## src/rtl/hamming_secded_encoder_tx.sv

```systemverilog
// rtl/hamming_secded_encoder_tx.sv - streaming SECDED (8,4) encoder with 2-entry output FIFO
// Optional build macro: HAMMING_ERR_INJECT_EN (XOR inj_mask into the stored codeword)
module hamming_secded_encoder_tx (
    input  logic        clk,
    input  logic        rst,
    input  logic [3:0]  in_data,
    input  logic        in_valid,
    output logic        in_ready,
    input  logic [7:0]  inj_mask,
    output logic [7:0]  out_data,
    output logic        out_valid,
    input  logic        out_ready,
    output logic [15:0] tx_count
);

    logic [7:0]  enc_word;
    logic [7:0]  wr_word;
    logic        push;
    logic        pop;

    logic [7:0]  mem0_q, mem0_d;
    logic [7:0]  mem1_q, mem1_d;
    logic        wr_ptr_q, wr_ptr_d;
    logic        rd_ptr_q, rd_ptr_d;
    logic [1:0]  count_q, count_d;
    logic [15:0] tx_count_q, tx_count_d;

    // Bit positions match the downstream syndrome checker's layout.
    always_comb begin
        enc_word    = 8'h00;
        enc_word[3] = in_data[0];
        enc_word[5] = in_data[1];
        enc_word[6] = in_data[2];
        enc_word[7] = in_data[3];
        enc_word[2] = in_data[0] ^ in_data[1] ^ in_data[3];
        enc_word[1] = in_data[0] ^ in_data[2] ^ in_data[3];
        enc_word[4] = in_data[1] ^ in_data[2] ^ in_data[3];
        enc_word[0] = ^enc_word[7:1];
    end

`ifdef HAMMING_ERR_INJECT_EN
    assign wr_word = enc_word ^ inj_mask;
`else
    logic unused_inj_mask;
    assign unused_inj_mask = ^inj_mask;
    assign wr_word = enc_word;
`endif

    assign in_ready  = !rst && (count_q != 2'd2);
    assign out_valid = (count_q != 2'd0);
    assign out_data  = out_valid ? (rd_ptr_q ? mem1_q : mem0_q) : 8'h00;
    assign tx_count  = tx_count_q;

    assign push = in_valid && in_ready;
    assign pop  = out_valid && out_ready;

    always_comb begin
        mem0_d     = mem0_q;
        mem1_d     = mem1_q;
        wr_ptr_d   = wr_ptr_q ^ push;
        rd_ptr_d   = rd_ptr_q ^ pop;
        count_d    = count_q + {1'b0, push} - {1'b0, pop};
        tx_count_d = tx_count_q + {15'd0, pop};
        if (push) begin
            if (wr_ptr_q) begin
                mem1_d = wr_word;
            end else begin
                mem0_d = wr_word;
            end
        end
    end

    always_ff @(posedge clk or posedge rst) begin
        if (rst) begin
            mem0_q     <= 8'h00;
            mem1_q     <= 8'h00;
            wr_ptr_q   <= 1'b0;
            rd_ptr_q   <= 1'b0;
            count_q    <= 2'd0;
            tx_count_q <= 16'h0000;
        end else begin
            mem0_q     <= mem0_d;
            mem1_q     <= mem1_d;
            wr_ptr_q   <= wr_ptr_d;
            rd_ptr_q   <= rd_ptr_d;
            count_q    <= count_d;
            tx_count_q <= tx_count_d;
        end
    end

endmodule

```

## config.mk

```make
export PLATFORM = sky130hd
export DESIGN_NAME = hamming_secded_encoder_tx
export DESIGN_NICKNAME = d
export VERILOG_FILES = /design/src/rtl/hamming_secded_encoder_tx.sv
export SDC_FILE = /design/constraint.sdc
export NUM_CORES = 1
export LEC_CHECK = 0
export CELL_PAD_IN_SITES_DETAIL_PLACEMENT = 1
export CELL_PAD_IN_SITES_GLOBAL_PLACEMENT = 2
export CORE_UTILIZATION = 32
export DETAILED_ROUTE_END_ITERATION = 10
export PLACE_DENSITY_LB_ADDON = 0.05
export SLEW_MARGIN = 30
export SYNTH_ARGS = -nofsm -noshare
export SYNTH_HDL_FRONTEND = slang
export SYNTH_SLANG_ARGS = --single-unit
```

## constraint.sdc

```tcl
create_clock -name clk -period 2.35 [get_ports clk]
set_clock_uncertainty 0.1 [all_clocks]
set_input_delay 0.47 -clock clk [delete_from_list [all_inputs] [get_ports clk]]
set_output_delay 0.47 -clock clk [all_outputs]
set_load 0.01 [all_outputs]
```

==> flow_summary.ini <==
[power_and_ir_drop]
p_int_mw = 1.76
power_per_cell_area_nw_per_um2 = 1150
power.switching_mw = 0.887
comb_power_share_pct = 41.9
p_seq_share_pct = 40.6
p_leak_nw = 1.02
sw_frac_of_total_pct = 33.6
ir_worst_vdd_mv = 0.461
p_clk_share_pct = 17.6

[grt]
grt_pass1_wl_um = 6220
grt_usage_pct = 15.2
grt_max_degree = 37
antenna_found_initial = 0
grt_overflow_total = 0
grt_pass1_vias = 1260

[route]
vias = 1167
drt_first_pass_iters = 4
drt.antenna.violating_nets = 0
avgViaCountPerCell = 4.63
drc = 0
drt_iter0_drc = 38
routed_wl_um = 3610
wl_per_cell_um = 14.3

[flow_run]
max-cap-violations = 0

[worst_hold_path]
hp-class = flop to flop

[yosys]
synthAdderAreaFrac_pct = 5.08
synth_fp_nets = 161
ys_types = 21
ys_warn_count = 0
synth_area_leaders = dfrtp_1 (52%), mux2_2 (10%), xnor2_1 (6.1%)
seq_area_frac_synth_pct = 52.2
synthSimpleGateAreaFrac_pct = 13.2
synthMuxAreaShare_pct = 15.1
netlist_area_um2 = 1730
synth_top_family_by_area = multiplexers
syn_avg_cell_area_um2 = 12.5
ys_ff_latch = 36
synth_cells = 138
yosysTopAreaCell = dfrtp_1
synth_top_area_share_pct = 52.2
synth_compound_area_share_pct = 0.290
synthXorXnorAreaFrac_pct = 11.7

[layout]
diodes = 0
syn2layout_area_growth_pct = 33.2
design_area_um2 = 2300
fin_nets = 204
layout-drive-gt1-share_pct = 21.4

[placement]
gp_congestion = 0.703
placed_area_um2 = 2200
dp_hpwl_um = 2650
port_buffers = 33

[clocking]
cts_buffer_depth = 2
cts.sinks = 36
hold_buffers = 0
htree_num_levels = 2
cts_tree = built
path_clk_slew_ns = 0.07
cts_root_buffer = clkbuf_8
clk_latency_ns = 0.29
cts_made_buffers = 5

[floorplan]
io_pins = 42
die_h_um = 75.4
rows = 26
die_area_um2 = 5690
core_um2 = 5140
start_util_pct = 33.6
die_w_um = 75.4

[timing]
max_freq_mhz = 449
slew_violations = 0
worst_slew_pin_slew_ns = 0.484
fin_crit_ns = 2.23
max-slew-margin-rel_pct = 67.7
period_share_pct = 94.8
rsz0062_at_grt = no
tns_ns = 0
hold_viol = 0
setup_viol = 0

[critical_path]
crit_type = flop to output port
slowest_stage = clkdlybuf4s50_1
crit_chain = mux2i_1 > nor2_1 > clkdlybuf4s50_1
arrival_ns = 1.66
cp_slowest_stage_delay_ns = 0.56
critPathMaxFanout = 9
crit_path_start_kind = flop
worst-path-buf-inv = 1
cp.required_ns = 1.78
crit_family = buffers and inverters
worst_setup_path_end_kind = output port

[outcome]
status = complete, no violations
sequential cells by signal, indices dropped and copies added, names as in the netlist:
name / count
mem0_q: 8
rd_ptr_q: 1
wr_ptr_q: 1
mem1_q: 8
count_q: 2
tx_count: 16
cell type report:
cell class	instances	area [µm²]
flip-flops and latches	36	902
fillers	581	2840
repair buffers	39	400
well taps	70	87.6
clock inverters	1	7.51
clock buffers	7	86.3
inverters	8	30.0
multi-input cells	91	785
cells by family (layout without fill, tap and decap cells):
logic type,count (synthesis),count (layout)
multiplexers,24,24
adder cells (fa/ha/maj),7,7
AND/OR/NAND/NOR,36,36
buffers and inverters,11,55
XOR/XNOR,23,23
flip-flops,36,36
AO/OA/AOI/OAI,1,1
synthesized netlist by cell type:
| cell | instances |
|---|---|
| ha_1 | 7 |
| nor3_1 | 4 |
| nand4_1 | 1 |
| xnor2_1 | 12 |
| nand4_2 | 1 |
| nand3_2 | 2 |
| dfrtp_1 | 36 |
| and2_1 | 1 |
| nand3_1 | 5 |
| clkbuf_1 | 2 |
| nor2b_1 | 1 |
| nand4_4 | 1 |
| nor4_2 | 4 |
| mux2i_1 | 8 |
| nor2_1 | 12 |
| buf_2 | 1 |
| nand2_1 | 4 |
| xor2_1 | 11 |
| a21oi_1 | 1 |
| mux2_2 | 16 |
| inv_1 | 8 |
layer usage:
| layer | vias to the layer above | part of all wire, % | track usage [%] |
|---|---|---|---|
| met5 | - | 0 | 0 |
| met4 | 0 | 2.0 | 6.79 |
| met3 | 5 | 3.7 | 4.10 |
| met2 | 22 | 48 | 24.2 |
| met1 | 588 | 47 | 19.5 |
| li1 | 552 | - | - |
cells in the final DEF, fill, tap and decap left out, types with 4 or more instances in the layout:
cell type,n
buf_4,4
nand3_1,5
dfrtp_1,35
xor2_1,11
mux2_2,16
xnor2_1,12
nor3_1,4
inv_1,8
clkdlybuf4s50_1,33
nor4_2,4
mux2i_1,8
ha_1,7
nor2_1,11
clkbuf_8,6
nand2_1,4
per-stage QoR:
step | power [mW] | utilization (%) | hold slack, ns | setup slack, ns | instances
6_report | 2.64 | 44.7 | 0.382 | 0.121 | 252
3_3_place_gp | 2.16 | 42.8 | 0.354 | 0.0669 | 244
5_1_grt | 2.85 | 44.7 | 0.409 | 0.0324 | 252
4_1_cts | 2.70 | 44.7 | 0.389 | 0.0580 | 252
3_5_place_dp | 2.21 | 42.8 | 0.376 | 0.0174 | 244
2_1_floorplan | 1.63 | - | 0.368 | 0.381 | 138
path summary, 6_finish.rpt:
path	from	end	cells past startpoint	slack, ns
worst max-delay path	rd_ptr_q	out_data[3]	3	0.12
worst min-delay path	tx_count[15]	tx_count[15]	1	0.38
worst max register to register	count_q[1]	tx_count[10]	7	0.52
worst min register to register	tx_count[15]	tx_count[15]	1	0.38
max in group asynchronous	rst	rd_ptr_q	3	1.24
min in group asynchronous	rst	mem1_q[6]	3	0.54
power groups by stage:
stage          Clock [mW]  Sequential, mW  Combinational [mW]
6_report            0.464            1.07                1.11
5_1_grt             0.510            1.12                1.22
4_1_cts             0.487            1.08                1.13
3_5_place_dp            0            1.09                1.12
3_3_place_gp            0            1.07                1.08
2_1_floorplan           0            1.03               0.603
timing repair:
action                     4_1_cts  5_1_grt
gates resized for setup          1        1
setup endpoints to repair        8        4
hold endpoints to repair         0        0
setup buffers                    0        0
Power figures use the tool's default switching activity.
